$ cat config.mk
export PLATFORM = sky130hd
export DESIGN_NAME = fifo1_rd_packer
export DESIGN_NICKNAME = d
export VERILOG_FILES = /design/src/rtl/fifo1_rd_packer.sv
export SDC_FILE = /design/constraint.sdc
export NUM_CORES = 1
export LEC_CHECK = 0
export BUFFER_PORTS_ARGS = -buffer_cell sky130_fd_sc_hd__buf_2
export CAP_MARGIN = 10
export CORE_ASPECT_RATIO = 0.8
export CORE_MARGIN = 2
export CORE_UTILIZATION = 49
export CTS_CLUSTER_SIZE = 10
export DETAILED_ROUTE_END_ITERATION = 10
export HOLD_SLACK_MARGIN = 0.15
export PLACE_DENSITY = 0.73
export SYNTH_ARGS = -nofsm -noshare
export SYNTH_HDL_FRONTEND = slang
export SYNTH_SLANG_ARGS = --single-unit
export TNS_END_PERCENT = 30
$ cat constraint.sdc
create_clock -name rclk -period 3.04 [get_ports rclk]
set_clock_uncertainty 0.2 [all_clocks]
set_input_delay 0.608 -clock rclk [delete_from_list [all_inputs] [get_ports rclk]]
set_output_delay 0.608 -clock rclk [all_outputs]
set_load 0.005 [all_outputs]
$ cat src/rtl/fifo1_rd_packer.sv
`default_nettype none
// ============================================================================
// Module   : fifo1_rd_packer
// Purpose  : Drains bytes from the fifo1 read port and packs them
//            little-endian into WBYTES-lane words on a valid/ready port.
// Revision : 1.0 - initial release
// ============================================================================
module fifo1_rd_packer #(
  parameter int DSIZE  = 8,
  parameter int WBYTES = 4
) (
  input  logic                      rclk,
  input  logic                      rrst,
  input  logic [DSIZE-1:0]          rdata,
  input  logic                      rempty,
  output logic                      rinc,
  input  logic                      flush,
  output logic [DSIZE*WBYTES-1:0]   out_data,
  output logic [$clog2(WBYTES):0]   out_nbytes,
  output logic                      out_valid,
  input  logic                      out_ready,
  output logic [15:0]               word_cnt
);

  localparam int IW = $clog2(WBYTES);
  localparam int NW = IW + 1;
  localparam logic [IW-1:0] c_last_idx = IW'(WBYTES - 1);
  localparam logic [NW-1:0] c_full_nb  = NW'(WBYTES);

  typedef enum logic [0:0] {
    S_FILL = 1'b0,
    S_HOLD = 1'b1
  } state_t;

  state_t                    r_state, w_state_next;
  logic [IW-1:0]             r_idx, w_idx_next;
  logic [DSIZE*WBYTES-1:0]   r_acc, w_acc_next;
  logic [NW-1:0]             r_nbytes, w_nbytes_next;
  logic [15:0]               r_word_cnt, w_word_cnt_next;
  logic                      w_pop;

  // A held word blocks popping unless it is leaving this same cycle.
  assign w_pop = !rrst && !rempty && (r_state == S_FILL || out_ready);
  assign rinc  = w_pop;

  always_comb begin
    w_state_next    = r_state;
    w_idx_next      = r_idx;
    w_acc_next      = r_acc;
    w_nbytes_next   = r_nbytes;
    w_word_cnt_next = r_word_cnt;
    case (r_state)
      S_FILL: begin
        if (w_pop) begin
          w_acc_next[r_idx*DSIZE +: DSIZE] = rdata;
          if (r_idx == c_last_idx) begin
            w_state_next  = S_HOLD;
            w_nbytes_next = c_full_nb;
            w_idx_next    = '0;
          end else if (flush) begin
            w_state_next  = S_HOLD;
            w_nbytes_next = {1'b0, r_idx} + NW'(1);
            w_idx_next    = '0;
          end else begin
            w_idx_next = r_idx + IW'(1);
          end
        end else if (flush && r_idx != '0) begin
          w_state_next  = S_HOLD;
          w_nbytes_next = {1'b0, r_idx};
          w_idx_next    = '0;
        end
      end
      S_HOLD: begin
        if (out_ready) begin
          w_word_cnt_next = r_word_cnt + 16'd1;
          w_acc_next      = '0;
          w_nbytes_next   = '0;
          w_idx_next      = '0;
          w_state_next    = S_FILL;
          // Back-to-back: the byte popped during the transfer starts the next word.
          if (w_pop) begin
            w_acc_next[DSIZE-1:0] = rdata;
            w_idx_next            = IW'(1);
          end
        end
      end
      default: w_state_next = S_FILL;
    endcase
  end

  always_ff @(posedge rclk) begin
    if (rrst) begin
      r_state    <= S_FILL;
      r_idx      <= '0;
      r_acc      <= '0;
      r_nbytes   <= '0;
      r_word_cnt <= '0;
    end else begin
      r_state    <= w_state_next;
      r_idx      <= w_idx_next;
      r_acc      <= w_acc_next;
      r_nbytes   <= w_nbytes_next;
      r_word_cnt <= w_word_cnt_next;
    end
  end

  assign out_data   = r_acc;
  assign out_nbytes = r_nbytes;
  assign out_valid  = (r_state == S_HOLD);
  assign word_cnt   = r_word_cnt;

endmodule
`default_nettype wire

# Yosys cells after proc, flatten, opt, wreduce, memory -nomap -nowiden
# Cells that the tools add are included.
# word_totals
reg_bits	54
input_bits	13
out_inout_bits	53
elab_cells	52
# op_classes
n_addsub	4
eq_ne	5
shifts	2
muxes	24
bitwise_logic	1
n_reduce_logical	11
# ops
op	count
$mux 32	2
$pmux 32 s2	1
$neg 5->34	1
$shift 8x34->32 const A	1
$shiftx 8x34->32	1
$bwmux 32	1
$add 16x1->16 const B	1
$mux 3	5
$mux 2	5
$mux 8	1
$mux 1	6
$pmux 3 s2	1
$reduce_and 2->1	3
$ne 2x2->1 const B	2
$ne 4x3->1 const B	1
$pmux 2 s2	1
$add 2x1->3 const B	1
$logic_and 1x1->1	3
$ne 3x2->1 const B	1
$reduce_and 3->1	1
$add 2x1->2 const B	1
$eq 2x2->1 const B	1
$logic_not 1->1	2
$pmux 1 s2	1
other kinds (3)	3

# Logic depth before layout (Yosys ltp)
# Gate-level depths: netlist of run 1.
# depth
ltp_word	6
depth_mapped	7
depth_no_buf	6

# Worst setup path before layout of run 1
# Ideal clock, no wire load.
# synth_timing
kind	input to register
from	in rempty
to	reg r_acc[11] (netlist: out_data[11])
setup_time_ns	0.071
arrival_time_ns	1.777
required_ns	2.769
setup_slack_ns	0.992
path_stages	5
path_buffers	1
cell_sequence	buf_2 nor3_1 a21o_1 nand3_1 a21oi_1
# synth_via
elab_chain_cells	5
# synth_rtl
item	line_no	text
from (decl)	15	input logic rempty,
$logic_not 1->1	43	assign w_pop = !rrst && !rempty && (r_state == S_FILL || out_ready);
$logic_and 1x1->1 (2 in series)	43	
$ne 2x2->1 (no line)	--	
$reduce_and 2->1 (no line)	--	
to (signal assigned)	101	r_acc <= w_acc_next;
to (decl)	37	logic [DSIZE*WBYTES-1:0] r_acc, w_acc_next;
# Every way passes these cells.
# A chain may end at the register's enable or synchronous reset.

# Worst setup path in the final report of run 1
# layout_timing
from	reg r_idx[0]
to	reg r_acc[7] (netlist: out_data[7])
# layout_via
elab_chain_cells	5
word_cells_on_any_way	6
cone_classes	add/sub: 1; shift: 2; mux: 3
# layout_rtl
item	line_no	text
from (decl)	36	logic [IW-1:0] r_idx, w_idx_next;
from (signal assigned)	100	r_idx <= w_idx_next;
$neg 5->34 *	55	w_acc_next[r_idx*DSIZE +: DSIZE] = rdata;
$shiftx 8x34->32 or $shift 8x34->32 (tied branches)	55	
$bwmux 32 *	55	
$mux 32 *	54	if (w_pop) begin
$pmux 32 s2 *	52	case (r_state)
# Every way passes the cells marked *; elsewhere a longest branch is shown, timed or not. The select of a mux whose other input is x is not followed.

==> metrics, run 1 <==
status=completed; Slew Limit Fails=0; pin count of the biggest net entering global routing=30; Routed Antenna Nets=0; I/O Pins=66; worst min path class=flip-flop to flip-flop; Via density=5.510; crit path launch=r_idx[0]; CTS H-tree lvls=2; layout cell share with drive strength beyond 1=24.84%; die area=5217 sq um; # DRC=0; Final Power=1.209 mW; via count=2,105; Buffers on Ports=65; Filler Cell Count=432; max_cap viols=0; first-pass GRT wire length=8.804 mm; dominant synthesized flop cell=dfxtp_1; Initial Utilization=50.19%; root buf cell=clkbuf_8; worst path cell trace=inv_1 -> ha_1 -> nor4b_1 -> a21oi_1 -> nor3_2 -> a22o_1; FF-to-FF path depth=6; setup slack, reg-to-reg=0.64 ns; Pre-antenna DRT Iters=4; Hold Fails Final Rpt=0; Leakage=1.148 nW; WP data arrival=2.45 ns; clk_lat worst skew=0.30 ns; Max transition margin=34.17%; Synth Instances=260; CP bufs+invs=1; Worst Hold End=out_data[20]; Req. time, crit path=3.09 ns; crit-path max cell delay=0.52 ns; #FFs+latches synth=54; worst-path fanout max=10; WS Path Type=flip-flop to flip-flop; CP max stage cell=dfxtp_1; Post-CTS Setup Bufs=0; pwr dens=443.6 nW/um^2; CTS resizes=0; Syn Nets=280; CTS buffer count=5; Worst path depth=6; slew of the pin with the lowest slew margin=0.9816 ns; RR Startpoint=r_idx[0]; WHS Path Cells=2; Clk pin slew, worst setup/hold paths=0.09 ns; placed insts=375; yosys warns=0; Post-Syn Area per Cell=8.768 sq um; # setup viols final=0; synthesized cell area=2280 sq um; worst vdd ir=0.2628 mV; Yosys cell types=39; CP endpoint kind=flip-flop; clock sink count=54; Tot GR Track Use=21.64%; Post-DP HPWL=3.929 mm; Worst Min Path Start=out_data[20]; drt initial violations=82; routability cong.=0.7682; Final TNS setup=0 ns; CTS Buffer Depth=2; Rows=22; Critical Path Source Type=flip-flop; Layout Utilization=60.03%; average wire per standard cell=14.04 um; Area growth syn-to-layout=19.59%; kind of cell adding the most delay to the critical path=simple AND/OR/NAND/NOR gates; Die Y=65.01 um; r2r endpoint=out_data[7]; Die X=80.26 um; CTS tree=done; register area share after synthesis=47.42%; Fmax achieved=417.4 MHz; total gr overflow=0; CTS Hold Buffers Added=0; antenna violations before repair=0; number of synthesized flops with an enable pin=0; core area=4542 sq um; Post-Layout Cell Count=382; diode count=0; minimum clock period=2.396 ns; RSZ-0062 raised after global routing=no; asr flop ratio synth=0%; vias in the first global route=1,859; final WL=5.365 mm; nets@finish=342; Tcrit/Tclk final=78.80%
-- layout make-up --
cell class              count  area [sq um]  share of cell area [%]
multi-input cells         191          1140                   41.81
flip-flops and latches     54          1081                   39.65
repair buffers             66         332.8                   12.21
well taps                  60         75.07                   2.754
clock buffers               5         68.82                   2.524
inverters                   4         15.01                  0.5507
clock inverters             2         13.76                  0.5048
-- synth_stat cells (3+ instances only) --
cell,number,area (sq um)
nor2_1,17,63.81
a21oi_1,36,180.2
inv_1,4,15.01
o31ai_1,4,30.03
nand3_1,30,150.1
or4_1,3,22.52
nor4_1,3,18.77
dfxtp_1,54,1081
xor2_1,6,52.55
a22o_1,8,70.07
ha_1,7,87.58
nand2_1,33,123.9
clkbuf_1,7,26.28
nand4_1,3,18.77
and4_1,4,35.03
a21o_1,3,22.52
nor3_1,4,20.02
o21ai_0,3,15.01
xnor2_1,4,35.03
-- power breakdown --
| group | switching, mW | total, mW | internal (mW) |
|---|---|---|---|
| combinational | 0.0572 | 0.0918 | 0.0346 |
| clock | 0.230 | 0.390 | 0.160 |
| sequential | 0.00958 | 0.728 | 0.718 |
-- routing by layer --
| layer | track usage [%] | vias to the layer above | routed length, um |
|---|---|---|---|
| li1 | - | 1057 | - |
| met1 | 31.88 | 975 | 2688 |
| met2 | 31.98 | 68 | 2303 |
| met3 | 4.178 | 5 | 318 |
| met4 | 6.356 | 0 | 55 |
| met5 | 0 | - | 0 |
-- worst min-delay path: stages (launching register included) --
cell,delay [ns]
dfxtp_1,0.32
nand2_1,0.05
a21oi_1,0.05
-- stage by stage --
| step | hold WS (ns) | setup WS (ns) | area [sq um] |
|---|---|---|---|
| 2_1_floorplan | 0.2483 | 0.9922 | 2280 |
| 3_3_place_gp | 0.2377 | 0.6188 | 2644 |
| 3_5_place_dp | 0.2450 | 0.5418 | 2644 |
| 4_1_cts | 0.2582 | 0.6827 | 2726 |
| 5_1_grt | 0.2751 | 0.4833 | 2726 |
| 6_report | 0.2526 | 0.6444 | 2726 |
-- placed cells by master (no fill, tap or decap), types with 2 or more instances in the layout --
cell,netlist,routed
a21o_1,3,3
a21oi_1,36,36
a22o_1,8,8
and2_1,2,2
and4_1,4,4
buf_2,2,65
clkbuf_8,0,5
dfxtp_1,54,54
ha_1,7,7
inv_1,4,4
mux2i_1,2,2
nand2_1,33,33
nand2b_1,2,2
nand3_1,30,30
nand4_1,3,3
nor2_1,17,17
nor3_1,4,4
nor4_1,3,3
o21ai_0,3,3
o2bb2ai_1,2,2
o31ai_1,4,4
or3_1,2,2
or4_1,3,3
xnor2_1,4,4
xor2_1,6,6
-- kinds of logic (layout without fill, tap and decap cells) --
logic type | after synthesis | count (layout) | synth area share [%]
muxes | 2 | 2 | 0.8782
AOI/OAI and AO/OA | 60 | 60 | 16.14
DFF | 54 | 54 | 47.42
buffers and inverters | 15 | 77 | 2.580
adders and majority gates | 7 | 7 | 3.842
xor gates and xnor gates | 10 | 10 | 3.842
and+or+nand+nor | 112 | 112 | 25.30
-- how the worst max path moves through the flow --
stage,to,slack [ns]
final,out_data[7],0.64
after global routing,out_data[0],0.48
after CTS,out_data[7],0.68
after detailed placement,out_data[25],0.54
after global placement,out_data[11],0.62
after floorplan,out_data[11],0.99
-- flip-flops by register name, indices dropped and copies added (netlist names) --
signal	cells
out_valid	1
r_idx	2
out_data	32
out_nbytes	3
word_cnt	16
Power figures use the tool's default switching activity.
==> run 2: changes to the inputs <==
Clock period 3.04 ns to 2.43 ns, I/O delays scaled along.
==> run 2 against run 1 <==
Net effect: non-clock buffer count rose by 7; utilization rose by 1.6 points; sequential share of layout area fell by 1.0 points; clock power rose by 35%; global-route usage rose by 0.71 points; critical path type unchanged.
==> metrics, run 2 (synthesis results as in run 1) <==
clk_lat worst skew=0.31 ns; status=completed; Buffers on Ports=65; Hold Fails Final Rpt=0; r2r endpoint=out_data[1]; Req. time, crit path=2.49 ns; worst-path fanout max=10; commonest non-fill, non-tap cell in the layout=buf_2; CP max stage cell=dfxtp_1; worst vdd ir=0.3752 mV; Pre-antenna DRT Iters=4; switch share=25.61%; drt initial violations=154; crit-path max cell delay=0.50 ns; Worst path depth=7; worst path cell trace=inv_1 -> ha_1 -> nor4b_1 -> a21oi_1 -> nor3_2 -> buf_4 -> a22o_1; Die X=80.26 um; first-pass GRT wire length=9.239 mm; worst min path class=primary input to flip-flop; Post-DP HPWL=3.986 mm; CP bufs+invs=2; Power Internal=1.163 mW; nets@finish=349; Clk pin slew, worst setup/hold paths=0.11 ns; CTS Buffer Depth=2; capture point of the critical path=out_data[1]; Filler Cell Count=437; CP endpoint kind=flip-flop; met2 wire length=2.351 mm; Routed Antenna Nets=0; root buf cell=clkbuf_8; # setup viols final=0; kind of cell adding the most delay to the critical path=flip-flops; max_cap viols=0; RR Startpoint=r_idx[0]; M1 WL=2.738 mm; core area=4542 sq um; Max transition margin=60.44%; # DRC=0; metal3 WL=338 um; die area=5217 sq um; power share of the sequential group=58.2%; CTS tree=done; pwr dens=558.5 nW/um^2; diode count=0; Die Y=65.01 um; Critical Path Source Type=flip-flop; WP data arrival=2.19 ns; I/O Pins=66; Area growth syn-to-layout=22.78%; final WL=5.512 mm; Comb pwr share=8.0%; WS Path Type=flip-flop to flip-flop; net switching power=0.4003 mW; average wire per standard cell=14.13 um; DR top layer=met4; clock sink count=54; via count=2,155; RSZ-0062 raised after global routing=no; Post-CTS Setup Bufs=0; FF-to-FF path depth=7; Fmax achieved=469.6 MHz; Slew Limit Fails=0; antenna violations before repair=0; Largest register FFs=32; Final TNS setup=0 ns; CTS buffer count=5; vias in the first global route=1,965; most frequent cells in the layout=65 x buf_2, 54 x dfxtp_1, 36 x a21oi_1, 33 x nand2_1, 30 x nand3_1; pin count of the biggest net entering global routing=36; crit path launch=r_idx[0]; Leakage=1.189 nW; clock network power share=33.8%; Hold WS=0.2355 ns; Tcrit/Tclk final=87.62%; routability cong.=0.8037; Via density=5.526; Tot GR Track Use=22.35%; Rows=22; layout cell share with drive strength beyond 1=26.97%; slew of the pin with the lowest slew margin=0.5924 ns; setup slack, reg-to-reg=0.30 ns; total gr overflow=0; minimum clock period=2.129 ns; Initial Utilization=50.19%; CTS H-tree lvls=2
[run 2: cell types whose count changed in the layout (fill, tap and decap cells not counted), sizes merged]
cell / previous run / this run
buf: 66 / 73
clkinv: 1 / 2
[run 2: area by class of cell]
type,count,area [sq um],area share (%)
Clock inverter,3,28.78,1.028
Inverter,4,15.01,0.5364
Sequential cell,54,1081,38.62
Timing Repair Buffer,73,385.4,13.77
Clock buffer,5,68.82,2.459
Tap cell,60,75.07,2.682
Multi-Input combinational cell,191,1145,40.90
[run 2: per-layer routing]
metal / vias to the layer above / global-route usage, %
li1: 1069 / -
met2: 78 / 33.44
met4: 0 / 6.780
met5: - / 0
met3: 12 / 4.457
met1: 996 / 32.43
[run 2: worst min path at each step]
stage	from	to	depth (start not counted)
5_1_grt	rdata[7]	out_data[7]	2
4_1_cts	rdata[7]	out_data[7]	2
3_3_place_gp	out_data[15]	out_data[15]	2
6_report	rdata[7]	out_data[7]	2
2_1_floorplan	out_data[10]	out_data[10]	2
3_5_place_dp	out_data[10]	out_data[10]	2
[run 2: repair_timing]
| item | in CTS | in global routing |
|---|---|---|
| hold buffers | 0 | 0 |
| setup endpoints to repair | 0 | 8 |
| resized for setup | 0 | 1 |
[run 2: power groups by stage]
stage	registers (mW)	clock network [mW]	logic, mW
floorplan	0.929	0	0.0673
global placement	0.930	0	0.120
detailed placement	0.931	0	0.122
CTS	0.910	0.535	0.123
global route	0.913	0.569	0.138
finish	0.910	0.528	0.125
[run 2: metrics by stage]
step	instances	total power [mW]	utilization (%)	cell area (sq um)	worst slack [ns]
final	390	1.563	61.63	2799	0.3007
after floorplan	260	0.9963	-	2280	0.4438
after CTS	390	1.568	61.52	2794	0.1723
after detailed placement	382	1.053	59.37	2696	0.1882
after global placement	382	1.050	59.37	2696	0.2908
after global routing	390	1.619	61.63	2799	0.1135
